===== config.mk =====
export PLATFORM = sky130hd
export DESIGN_NAME = hand_deal_unit
export DESIGN_NICKNAME = d
export VERILOG_FILES = /design/src/rtl/baccarat_pkg.sv /design/src/rtl/rank_counter.sv /design/src/rtl/hand_deal_unit.sv
export SDC_FILE = /design/constraint.sdc
export NUM_CORES = 1
export LEC_CHECK = 0
export ABC_AREA = 0
export BUFFER_PORTS_ARGS = -buffer_cell sky130_fd_sc_hd__buf_2
export CORE_MARGIN = 1.5
export CORE_UTILIZATION = 45
export CTS_CLUSTER_SIZE = 8
export DETAILED_ROUTE_END_ITERATION = 12
export PLACE_DENSITY = 0.68
export SLEW_MARGIN = 40
export SYNTH_ARGS = -nofsm -noshare
export SYNTH_HDL_FRONTEND = slang
export SYNTH_SLANG_ARGS = --single-unit

===== constraint.sdc =====
create_clock -name clk -period 3.65 [get_ports clk]
set_input_delay 0.73 -clock clk [delete_from_list [all_inputs] [get_ports clk]]
set_output_delay 0.73 -clock clk [all_outputs]
set_load 0.005 [all_outputs]

===== src/rtl/baccarat_pkg.sv =====
// baccarat_pkg
//   Shared definitions for the card datapath: card codes, deal FSM states,
//   hand-slot indices and the baccarat card-value / score helpers.
//   Used by the hand deal unit, the display decoders and the control FSM.
package baccarat_pkg;

  localparam int DEF_CARD_W    = 4;
  localparam int DEF_NUM_RANKS = 13;
  localparam int NUM_SLOTS     = 6;

  typedef enum logic [3:0] {
    BLANK = 4'd0,
    ACE   = 4'd1,
    TWO   = 4'd2,
    THREE = 4'd3,
    FOUR  = 4'd4,
    FIVE  = 4'd5,
    SIX   = 4'd6,
    SEVEN = 4'd7,
    EIGHT = 4'd8,
    NINE  = 4'd9,
    TEN   = 4'd10,
    JACK  = 4'd11,
    QUEEN = 4'd12,
    KING  = 4'd13
  } card_t;

  typedef enum logic [1:0] {
    IDLE = 2'd0,
    DRAW = 2'd1,
    ACK  = 2'd2
  } deal_state_t;

  localparam logic [2:0] SLOT_P1 = 3'd0;
  localparam logic [2:0] SLOT_P2 = 3'd1;
  localparam logic [2:0] SLOT_P3 = 3'd2;
  localparam logic [2:0] SLOT_D1 = 3'd3;
  localparam logic [2:0] SLOT_D2 = 3'd4;
  localparam logic [2:0] SLOT_D3 = 3'd5;

  // Ace..nine count face value; blank, ten and court cards count zero.
  function automatic logic [3:0] card_value(input card_t c);
    logic [3:0] code;
    code = c;
    if (code >= 4'd1 && code <= 4'd9) begin
      return code;
    end
    return 4'd0;
  endfunction

  // Three card values sum to at most 27, so two conditional subtractions
  // are enough to reduce modulo 10.
  function automatic logic [3:0] score_mod10(input logic [4:0] sum);
    logic [4:0] r;
    if (sum >= 5'd20) begin
      r = sum - 5'd20;
    end else if (sum >= 5'd10) begin
      r = sum - 5'd10;
    end else begin
      r = sum;
    end
    return r[3:0];
  endfunction

endpackage


===== src/rtl/rank_counter.sv =====
// rank_counter
//   Free-running card rank source. Counts 1..NUM_RANKS and wraps back to 1;
//   it never shows 0. Kept separate so a pseudo-random source can later be
//   dropped in with the same ports.
// Ports
//   clk    in   system clock
//   reset  in   synchronous active-high reset, counter restarts at 1
//   rank   out  current rank code
module rank_counter #(
  parameter int NUM_RANKS = 13,
  parameter int CARD_W    = 4
) (
  input  logic              clk,
  input  logic              reset,
  output logic [CARD_W-1:0] rank
);

  logic [CARD_W-1:0] rank_q;
  logic [CARD_W-1:0] rank_d;

  always_comb begin
    rank_d = rank_q + CARD_W'(1);
    if (rank_q == CARD_W'(NUM_RANKS)) begin
      rank_d = CARD_W'(1);
    end
  end

  always_ff @(posedge clk) begin
    if (reset) begin
      rank_q <= CARD_W'(1);
    end else begin
      rank_q <= rank_d;
    end
  end

  assign rank = rank_q;

endmodule


===== src/rtl/hand_deal_unit.sv =====
// hand_deal_unit
//   Deals card ranks into six hand slots (player P1..P3, dealer D1..D3) on
//   one-card requests over a four-phase req/ack handshake, and presents the
//   slot codes and both baccarat hand scores.
// Ports
//   clk          in   system clock
//   reset        in   synchronous active-high reset
//   clear_hands  in   blank all slots and abort any deal in progress
//   deal_req     in   request one card, held until deal_ack
//   deal_slot    in   target slot 0..5 (P1..P3, D1..D3); 6,7 illegal
//   deal_ack     out  request complete, held until deal_req falls
//   deal_err     out  valid with deal_ack: request refused, nothing written
//   busy         out  FSM not idle
//   pcard1..3    out  player slot codes
//   dcard1..3    out  dealer slot codes
//   pscore       out  player hand score 0..9
//   dscore       out  dealer hand score 0..9
module hand_deal_unit
  import baccarat_pkg::*;
#(
  parameter int NUM_RANKS = DEF_NUM_RANKS,
  parameter int CARD_W    = DEF_CARD_W
) (
  input  logic              clk,
  input  logic              reset,
  input  logic              clear_hands,
  input  logic              deal_req,
  input  logic [2:0]        deal_slot,
  output logic              deal_ack,
  output logic              deal_err,
  output logic              busy,
  output logic [CARD_W-1:0] pcard1,
  output logic [CARD_W-1:0] pcard2,
  output logic [CARD_W-1:0] pcard3,
  output logic [CARD_W-1:0] dcard1,
  output logic [CARD_W-1:0] dcard2,
  output logic [CARD_W-1:0] dcard3,
  output logic [3:0]        pscore,
  output logic [3:0]        dscore
);

  deal_state_t       state_q, state_d;
  logic [2:0]        sel_q, sel_d;
  logic              ack_q, ack_d;
  logic              err_q, err_d;
  logic              wr_en;
  logic              clr_slots;
  logic [CARD_W-1:0] rank;

  logic [CARD_W-1:0] slot_q [NUM_SLOTS];
  logic [NUM_SLOTS-1:0] slot_hit;
  logic [NUM_SLOTS-1:0] slot_full;
  logic [3:0]        slot_val [NUM_SLOTS];

  logic              sel_illegal;
  logic              target_full;

  rank_counter #(
    .NUM_RANKS (NUM_RANKS),
    .CARD_W    (CARD_W)
  ) u_rank (
    .clk   (clk),
    .reset (reset),
    .rank  (rank)
  );

  // Slot register file: one register per slot with a decoded write strobe.
  for (genvar gi = 0; gi < NUM_SLOTS; gi++) begin : g_slot
    assign slot_hit[gi]  = (sel_q == 3'(gi));
    assign slot_full[gi] = (slot_q[gi] != '0);
    assign slot_val[gi]  = card_value(card_t'(slot_q[gi]));

    always_ff @(posedge clk) begin
      if (reset || clr_slots) begin
        slot_q[gi] <= '0;
      end else if (wr_en && slot_hit[gi]) begin
        slot_q[gi] <= rank;
      end
    end
  end

  assign sel_illegal = (sel_q > SLOT_D3);
  assign target_full = |(slot_hit & slot_full);

  always_comb begin
    state_d   = state_q;
    sel_d     = sel_q;
    ack_d     = ack_q;
    err_d     = err_q;
    wr_en     = 1'b0;
    clr_slots = 1'b0;

    if (clear_hands) begin
      // Overrides any deal in flight, including the DRAW write.
      state_d   = IDLE;
      ack_d     = 1'b0;
      err_d     = 1'b0;
      clr_slots = 1'b1;
    end else begin
      case (state_q)
        IDLE: begin
          ack_d = 1'b0;
          err_d = 1'b0;
          if (deal_req) begin
            state_d = DRAW;
            sel_d   = deal_slot;
          end
        end
        DRAW: begin
          state_d = ACK;
          ack_d   = 1'b1;
          if (sel_illegal || target_full) begin
            err_d = 1'b1;
          end else begin
            err_d = 1'b0;
            wr_en = 1'b1;
          end
        end
        ACK: begin
          if (!deal_req) begin
            state_d = IDLE;
            ack_d   = 1'b0;
            err_d   = 1'b0;
          end
        end
        default: begin
          state_d = IDLE;
          ack_d   = 1'b0;
          err_d   = 1'b0;
        end
      endcase
    end
  end

  always_ff @(posedge clk) begin
    if (reset) begin
      state_q <= IDLE;
      sel_q   <= 3'd0;
      ack_q   <= 1'b0;
      err_q   <= 1'b0;
    end else begin
      state_q <= state_d;
      sel_q   <= sel_d;
      ack_q   <= ack_d;
      err_q   <= err_d;
    end
  end

  assign deal_ack = ack_q;
  assign deal_err = err_q;
  assign busy     = (state_q != IDLE);

  assign pcard1 = slot_q[SLOT_P1];
  assign pcard2 = slot_q[SLOT_P2];
  assign pcard3 = slot_q[SLOT_P3];
  assign dcard1 = slot_q[SLOT_D1];
  assign dcard2 = slot_q[SLOT_D2];
  assign dcard3 = slot_q[SLOT_D3];

  logic [4:0] psum, dsum;

  assign psum = {1'b0, slot_val[SLOT_P1]} + {1'b0, slot_val[SLOT_P2]}
              + {1'b0, slot_val[SLOT_P3]};
  assign dsum = {1'b0, slot_val[SLOT_D1]} + {1'b0, slot_val[SLOT_D2]}
              + {1'b0, slot_val[SLOT_D3]};

  assign pscore = score_mod10(psum);
  assign dscore = score_mod10(dsum);

endmodule


==> impl_metrics.sql <==
INSERT INTO impl_metrics (metric_group, metric, value, unit) VALUES
('outcome', 'status', 'complete, but fails checks', ''),
('outcome', 'violations', 'negative setup slack', ''),
('global_route', 'global_route.usage.total', '0.197', ''),
('yosys', 'combinational_family_with_the_most_area_after_synthesis', 'simple AND/OR/NAND/NOR gates', ''),
('sta', 'timing.clock.skew', '7.54', 'ps'),
('cts', 'clockBufferDepth', '2', ''),
('layout', 'areaGrowthSynthToFinish', '37.6', '%'),
('layout', 'share_of_post_route_cells_with_drive_strength_above_1', '0.459', ''),
('power_and_ir_drop', 'vdd_drop_max', '0.000264', 'V'),
('yosys', 'compound_gate_fraction_of_synth_area', '0.116', ''),
('layout', 'mostFrequentLayoutCells', 'buf_4 (48), buf_2 (40), edfxtp_1 (24)', ''),
('global_route', 'gr-total-overflow', '0', ''),
('yosys', 'synth_top_area_frac', '0.285', ''),
('route', 'remaining_design_rule_violation_count', '0', ''),
('yosys', 'avgSynthCellArea', '10.1', 'sq um'),
('global_route', 'number_of_antenna_violations_at_the_first_check_in_global_routing', '0', ''),
('cts', 'path_clk_slew', '70', 'ps'),
('route', 'routed_wl', '5810', 'microns'),
('power_and_ir_drop', 'clock_power_share', '0.227', ''),
('cts', 'cts_tree', 'yes', ''),
('cts', 'worstSkewPairLatency', '290', 'ps'),
('placement', 'postPlaceCellArea', '3060', 'sq um'),
('layout', 'fin_area', '3480', 'sq um'),
('layout', 'nFillCells', '460', ''),
('setup_path', 'critPathBufInv', '2', ''),
('worst_hold_path', 'min_path_type', 'reg2reg', ''),
('setup_path', 'setup.worst_path.class', 'reg2out', ''),
('sta', 'final_hold_violation_count', '0', ''),
('yosys', 'synth-seq-cells', '35', ''),
('setup_path', 'cp_arrival', '3290', 'ps'),
('route', 'routedWlPerCell', '14.0', 'microns'),
('cts', 'number_of_buffers_added_by_the_clock_tree_synthesis_step', '5', ''),
('global_route', 'first_global_vias', '2211', ''),
('floorplanning', 'io_pins', '42', ''),
('power_and_ir_drop', 'comb_power_share', '0.373', ''),
('yosys', 'synth_top_flop_cell', 'edfxtp_1', ''),
('placement', 'dpl.hpwl', '4310', 'microns'),
('sta', 'layout_min_cycle_time', '4020', 'ps'),
('setup_path', 'crit_path_cell_trace', 'and2b_2, fa_1, ha_2, fa_2, inv_2, ha_4, nand2b_4, a21oi_2, a311oi_2, a21boi_1, o31a_1, buf_2', ''),
('setup_path', 'critPathMaxStageDelay', '550', 'ps'),
('floorplanning', 'floorplan.rows', '27', ''),
('cts', 'cts_max_level', '2', ''),
('power_and_ir_drop', 'cell_internal_pwr', '802', 'uW'),
('yosys', 'synthXorXnorAreaFrac', '0.0173', ''),
('layout', 'layout_commonest_cell', 'buf_4', ''),
('layout', 'antennaDiodeCount', '0', ''),
('yosys', 'ys_async_sr_fraction', '0', ''),
('yosys', 'yosysTopAreaCell', 'edfxtp_1', ''),
('yosys', 'synth_seq_area_share', '0.372', ''),
('layout', 'multiInputGateArea', '1720', 'sq um'),
('route', 'drt_first_iter_violations', '63', ''),
('power_and_ir_drop', 'power.net_switching', '356', 'uW'),
('power_and_ir_drop', 'power.sequential.fraction', '0.399', ''),
('setup_path', 'cp.required', '2920', 'ps'),
('cts', 'tritoncts_num_sinks', '35', ''),
('yosys', 'ys_top_cells_by_area', 'edfxtp_1 (28%), dfxtp_1 (8.7%), fa_1 (7.9%)', ''),
('placement', 'port_buffers', '41', ''),
('sta', 'max-slew-margin-rel', '0.564', ''),
('placement', 'place_congestion', '0.851', ''),
('sta', 'setup_viol_count_final', '6', ''),
('route', 'drt-pass1-iter-count', '5', ''),
('layout', 'final_nets', '374', ''),
('layout', 'final_core_util', '0.636', ''),
('sta', 'max_clock_freq', '249', 'MHz'),
('yosys', 'post_synth_instance_area', '2530', 'sq um'),
('yosys', 'synth.mux.area_fraction', '0.0331', ''),
('sta', 'postLayoutSetupSlackWorst', '-368', 'ps'),
('yosys', 'syn_inst', '251', ''),
('setup_path', 'slowest_stage', 'fa_2', ''),
('route', 'antenna_left', '0', ''),
('layout', 'ff_latch_area', '941', 'sq um');
-- per-stage QoR --
step           setup TNS (ps)  hold slack [ps]  instances
3_3_place_gp             -437              450        395
6_report                -1600              470        416
3_5_place_dp             -875              460        395
4_1_cts                 -1890              471        416
5_1_grt                 -2460              498        416
2_1_floorplan           -23.3              429        251
-- Yosys cell counts (3+ instances only) --
library cell / instances
a21o_1: 3
a21oi_1: 15
and2_1: 9
dfxtp_1: 11
edfxtp_1: 24
fa_1: 10
ha_1: 14
inv_1: 15
mux2i_1: 5
nand2_1: 11
nand2b_1: 11
nand3_1: 4
nor2_1: 13
nor2_2: 4
nor2b_1: 13
nor3_1: 7
nor3b_1: 7
nor4_1: 15
o21ai_0: 10
o31ai_1: 6
or2_1: 3
or2_4: 3
xnor2_1: 3
-- registers in the layout, indices dropped and copies added, names as in the netlist --
name         cells
slot_q          24
state_q          2
u_rank.rank      4
deal_err         1
sel_q            3
deal_ack         1
-- worst paths after layout --
check                                  start                         end  slack (ps)  depth (start not counted)
setup / recovery  slot_q[5][3]$_SDFFCE_PN0P_                   dscore[2]        -370                         12
setup reg to reg  slot_q[2][3]$_SDFFCE_PN0P_  slot_q[2][0]$_SDFFCE_PN0P_        1290                          6
hold reg to reg        deal_ack$_SDFFE_PP0P_       deal_ack$_SDFFE_PP0P_         470                          2
hold / removal         deal_ack$_SDFFE_PP0P_       deal_ack$_SDFFE_PP0P_         470                          2
-- layout make-up --
| cell class | instances | share of cell area |
|---|---|---|
| Multi-Input combinational cell | 195 | 0.493 |
| Sequential cell | 35 | 0.270 |
| Timing Repair Buffer | 91 | 0.171 |
| Tap cell | 72 | 0.0259 |
| Clock buffer | 7 | 0.0219 |
| Inverter | 15 | 0.0169 |
| Clock inverter | 1 | 0.00144 |
-- metal layers --
layer | wire length (microns) | vias to the layer above | GRT usage
met4 | 60 | 0 | 0.0464
met2 | 3050 | 42 | 0.383
met1 | 2500 | 1067 | 0.223
met5 | 0 | - | 0
li1 | - | 1091 | -
met3 | 187 | 10 | 0.0306
-- power groups by stage --
stage	sequential (mW)	clock [mW]	combinational, mW
after floorplan	0.467	0	0.201
final	0.463	0.263	0.432
after detailed placement	0.471	0	0.322
after CTS	0.461	0.264	0.401
after global placement	0.470	0	0.315
after global routing	0.465	0.281	0.472
-- repair_timing --
item	in CTS	in global routing
setup buffers	13	0
setup endpoints to repair	6	6
hold endpoints to repair	0	0
gates resized for setup	47	15
pin swaps	24	11
hold buffers	0	0
-- worst min-delay path: cells and delay by family (launching register included) --
family           cells  cell delay, ps
AND/OR/NAND/NOR      1              60
AO/OA/AOI/OAI        1              50
flip-flops           1             320
-- cell families after synthesis --
kind of cell    Yosys count
fa+ha+maj                24
compound gates           46
mux                       8
simple gates            112
xor+xnor                  5
flops                    35
buf+inv                  21
No activity file was read; power rests on OpenSTA's default activity.
